<file path="src/rtl/intr_ctrl.sv">
// Memory-mapped interrupt controller: edge-detected request lines, pending/mask registers, 4-phase intr/int_ack handshake.
// Define INTR_TIMER_EN to add a periodic down-counter as the lowest-priority source (pending/mask bit NUM_SRC).
module intr_ctrl #(
  parameter int          NUM_SRC   = 4,
  parameter logic [31:0] ADDR_BASE = 32'h0000_0FF0
) (
  input  logic               clk,
  input  logic               reset,
  input  logic [NUM_SRC-1:0] irq_in,
  output logic               intr,
  input  logic               int_ack,
  input  logic [31:0]        Addr,
  input  logic [31:0]        D_In,
  input  logic               io_cs,
  input  logic               io_wr,
  input  logic               io_rd,
  output logic [31:0]        D_Out
);

`ifdef INTR_TIMER_EN
  localparam int PW = NUM_SRC + 1;
`else
  localparam int PW = NUM_SRC;
`endif

  typedef enum logic [1:0] {IDLE, REQ, ACK} state_t;

  state_t             state, state_nx;
  logic               sel, wr_en, rd_en, do_ack;
  logic [NUM_SRC-1:0] irq_q;
  logic [PW-1:0]      pending, mask, active, set_bits, clr_bits, ack_onehot;
  logic [3:0]         ack_id, vec_id;
  logic               vec_valid;
  logic [31:0]        timer_rd, rd_data;

  // A simultaneous write and read is treated as a write only.
  assign sel    = io_cs && (Addr[31:4] == ADDR_BASE[31:4]);
  assign wr_en  = sel && io_wr;
  assign rd_en  = sel && io_rd && !io_wr;
  assign active = pending & mask;
  assign intr   = (state == REQ);

`ifdef INTR_TIMER_EN
  logic [31:0] reload, count;
  logic        timer_hit;
  logic [1:0]  unused_bits;

  assign timer_hit   = (reload != 32'd0) && (count == 32'd0);
  assign set_bits    = {timer_hit, irq_in & ~irq_q};
  assign timer_rd    = count;
  assign unused_bits = Addr[1:0];

  always_ff @(posedge clk) begin
    if (reset) begin
      reload <= '0;
      count  <= '0;
    end else if (wr_en && Addr[3:2] == 2'd3) begin
      reload <= D_In;
      count  <= D_In;
    end else if (reload != 32'd0) begin
      count <= timer_hit ? reload : count - 32'd1;
    end
  end
`else
  logic [33-PW:0] unused_bits;

  assign set_bits    = irq_in & ~irq_q;
  assign timer_rd    = '0;
  assign unused_bits = {Addr[1:0], D_In[31:PW]};
`endif

  // Scan from the top so the lowest set bit (highest priority) is left standing.
  always_comb begin
    ack_id     = '0;
    ack_onehot = '0;
    for (int i = PW - 1; i >= 0; i--) begin
      if (active[i]) begin
        ack_id        = 4'(i);
        ack_onehot    = '0;
        ack_onehot[i] = 1'b1;
      end
    end
  end

  always_comb begin
    state_nx = state;
    do_ack   = 1'b0;
    case (state)
      IDLE: if (active != '0 && !int_ack) state_nx = REQ;
      REQ: begin
        if (active == '0) begin
          state_nx = IDLE;
        end else if (int_ack) begin
          do_ack   = 1'b1;
          state_nx = ACK;
        end
      end
      ACK:     if (!int_ack) state_nx = IDLE;
      default: state_nx = IDLE;
    endcase
  end

  always_comb begin
    clr_bits = do_ack ? ack_onehot : '0;
    if (wr_en && Addr[3:2] == 2'd0) clr_bits = clr_bits | D_In[PW-1:0];
  end

  always_comb begin
    rd_data = '0;
    case (Addr[3:2])
      2'd0:    rd_data = {{(32-PW){1'b0}}, pending};
      2'd1:    rd_data = {{(32-PW){1'b0}}, mask};
      2'd2:    rd_data = {vec_valid, 27'd0, vec_id};
      default: rd_data = timer_rd;
    endcase
  end

  // New requests win over a same-cycle clear of the same bit.
  always_ff @(posedge clk) begin
    if (reset) begin
      state     <= IDLE;
      irq_q     <= '0;
      pending   <= '0;
      mask      <= '0;
      vec_valid <= 1'b0;
      vec_id    <= '0;
      D_Out     <= '0;
    end else begin
      state   <= state_nx;
      irq_q   <= irq_in;
      pending <= (pending & ~clr_bits) | set_bits;
      if (wr_en && Addr[3:2] == 2'd1) mask <= D_In[PW-1:0];
      if (do_ack) begin
        vec_valid <= 1'b1;
        vec_id    <= ack_id;
      end else if (rd_en && Addr[3:2] == 2'd2) begin
        vec_valid <= 1'b0;
      end
      D_Out <= rd_en ? rd_data : 32'd0;
    end
  end

endmodule

</file>
<file path="config.mk">
export PLATFORM = sky130hd
export DESIGN_NAME = intr_ctrl
export DESIGN_NICKNAME = d
export VERILOG_FILES = /design/src/rtl/intr_ctrl.sv
export SDC_FILE = /design/constraint.sdc
export NUM_CORES = 1
export LEC_CHECK = 0
export BUFFER_PORTS_ARGS = -buffer_cell sky130_fd_sc_hd__buf_2
export CAP_MARGIN = 15
export CORE_MARGIN = 4
export CORE_UTILIZATION = 35
export CTS_BUF_LIST = sky130_fd_sc_hd__clkbuf_8 sky130_fd_sc_hd__clkbuf_16
export DETAILED_ROUTE_END_ITERATION = 10
export PLACE_DENSITY = 0.83
export SYNTH_ARGS = -nofsm -noshare
export SYNTH_HDL_FRONTEND = slang
export SYNTH_SLANG_ARGS = --single-unit
</file>
<file path="constraint.sdc">
create_clock -name clk -period 1.9 [get_ports clk]
set_input_delay 0.38 -clock clk [delete_from_list [all_inputs] [get_ports clk]]
set_output_delay 0.38 -clock clk [all_outputs]
set_load 0.01 [all_outputs]
</file>
==> run metrics <==
die height=70.0 um; Fin Setup TNS=0 ps; Initial Util=36.5%; 1st-iter DRT viols=25; Syn. warnings=0; first-pass iteration count of the detailed router=4; worst-case clock buffer depth=2; Startpoint Class=input port; initial antenna violation count=0; first-pass GRT wire length=4.58 mm; Crit. End Element=flip-flop; largest family of logic cells by synthesized area=simple AND/OR/NAND/NOR gates; post-synthesis sequential area ratio=32.7%; Fin Clk Skew=3.14 ps; antenna cells=0; FFs w/ async S/R, synth=0%; GR peak layer=met2; clk slew on worst S/H paths=70 ps; final wirelength=2.85 mm; dominant cell type by area after synthesis=dfxtp_1; multiplexer share of the synthesized area=2.33%; outcome=complete, no violations; XOR/XNOR share of the synthesized area=0%; # rows=22; Layout Cells excl Fill=245; die area=0.00490 sq mm; f_max=689 MHz; share of layout cells above drive strength 1=32.5%; Critical Path RT=2030 ps; wire per inst=11.6 um; most frequent cell after synthesis=buf_4; placed cell count=241; drt via density=4.66; LEAKAGE=0.729 nW; Overflow after GRT=0; CP startpoint=Addr[12]; total number of vias=1142; number of hold violations in the final report=0; total CTS buffers=3; ys flop type=dfxtp_1; Final GP Congestion=0.763; met1 Use GR=13.3%; io pins=107; Avg Inst Size Synth=9.03 sq um; Die X=70.0 um; CP max FO=3; WHS=316 ps; Total GRT Usage=11.4%; max-slew violations=0; largest net degree at the start of global routing=19; Crit-path slowest cell=nor4_2; share of the synthesized area in the top cell type=32.7%; DP Worst Slack=142 ps; hpwl dp=2.40 mm; #FFs+latches synth=22; final worst slack=448 ps; nets=272; CTS H-tree lvls=1; met2 usage=19.6%; setup bufs post-CTS=0; finished layout cell area=0.00159 sq mm; Min-Delay Path Class=input port to flip-flop; top cells by count, synth=buf_4, dfxtp_1, inv_1, nand2_1; clk sinks=22; hold_sp=int_ack; Power Density=590 mW/mm^2; Skew-Pair Late Insertion Delay=250 ps; Max Cap Viol=0; vias in the first global route=1059; Peak supply drop=304 uV; Post-Synth Simple-Gate Area=30.8%; Core Area=0.00369 sq mm; Synth Area in Compound Gates=14.3%; Synth area leaders=dfxtp_1, buf_4, inv_1; Crit Path Class=input port to flip-flop; post-CTS sizing=0; worst path cell trace=buf_2 -> nor4_2 -> nand4_1 -> o41ai_1 -> a21oi_1; Final min period=1450 ps; Synth cell types=39; Syn-to-layout area delta=17.9%; Synth Instances=149; # DRC=0; Post-DP Area=0.00153 sq mm; largest stage delay on the critical path=390 ps; endpoints failing setup=0; met3 Use GR=2.73%; worst path arrival time=1580 ps; synthesized area=0.00135 sq mm; Adder-Cell Fraction of Synth Area=0%; RSZ-0062 raised after global routing=false; post-route ant nets=0; final worst-path cycle share=76.4%; Post-CTS Hold Buffers=0; port bufs=49; number of flops mapped to enable cells by yosys=0; Root Buffer=clkbuf_8; TritonCTS clock tree=built; reg2reg start=state[1]
## state kept, by name, indices dropped and copies added (netlist names)
register and count:
irq_q 4, vec_id 2, D_Out 5, state 2, mask 4, pending 4
vec_valid 1
## metal layers
metal,routed length (um),up-vias
met1,1110,503
met4,36,0
met5,0,-
li1,-,577
met2,1380,60
met3,319,2
## through the flow
stage | util (%) | total power [mW]
6_report | 43.0 | 0.935
5_1_grt | 43.0 | 0.980
4_1_cts | 43.0 | 0.944
3_5_place_dp | 41.5 | 0.623
3_3_place_gp | 41.5 | 0.619
2_1_floorplan | - | 0.601
## placed cells by master (no fill, tap or decap), types with 2 or more instances in the layout
master / synthesis / routed
a22o_1: 2 / 2
and2_1: 2 / 2
nand4_1: 5 / 5
nor2b_1: 7 / 7
and4b_1: 2 / 2
nor4_4: 2 / 2
nand3b_1: 3 / 3
mux2i_1: 2 / 2
clkbuf_8: 0 / 4
conb_1: 1 / 27
dfxtp_1: 22 / 22
o21ai_0: 6 / 6
inv_1: 12 / 12
o31ai_1: 4 / 4
buf_2: 0 / 49
o2bb2ai_1: 4 / 4
and3_1: 3 / 3
a21oi_1: 7 / 7
and4_1: 2 / 2
nand2_1: 9 / 9
nor4_1: 4 / 4
nor3_1: 2 / 2
## worst max-delay path, delay by kind of cell
| family | cells | cell delay (ps) |
|---|---|---|
| AOI/OAI and AO/OA | 2 | 410 |
| buffers and inverters | 1 | 100 |
| and+or+nand+nor | 2 | 700 |
## path summary, 6_finish.rpt
path,end,cells past startpoint,slack (ps)
worst min-delay path,state[0],2,320
worst max register to register,pending[3],4,580
worst max-delay path,vec_valid,5,450
worst min register to register,pending[0],2,460
## cell families (layout without fill, tap and decap cells)
logic type             count (synthesis)  after routing
other                                  1             27
muxes                                  3              3
AOI/OAI and AO/OA                     28             28
buffers and inverters                 43             65
DFF                                   22             22
and+or+nand+nor                       52             52
## area by class of cell
class                   instances  area [sq um]
fillers                       392          2100
multi-input cells             110           739
clock buffers                   4          55.1
well taps                      48          60.1
repair buffers                 49           245
flip-flops and latches         22           440
inverters                      12          45.0
## report_power, final
part           internal (mW)  switching, mW  total (mW)  leakage (nW)
logic                 0.0542         0.0761       0.130         0.521
clock network          0.184          0.139       0.323        0.0288
registers              0.474        0.00863       0.482         0.180
Power figures use the tool's default switching activity.
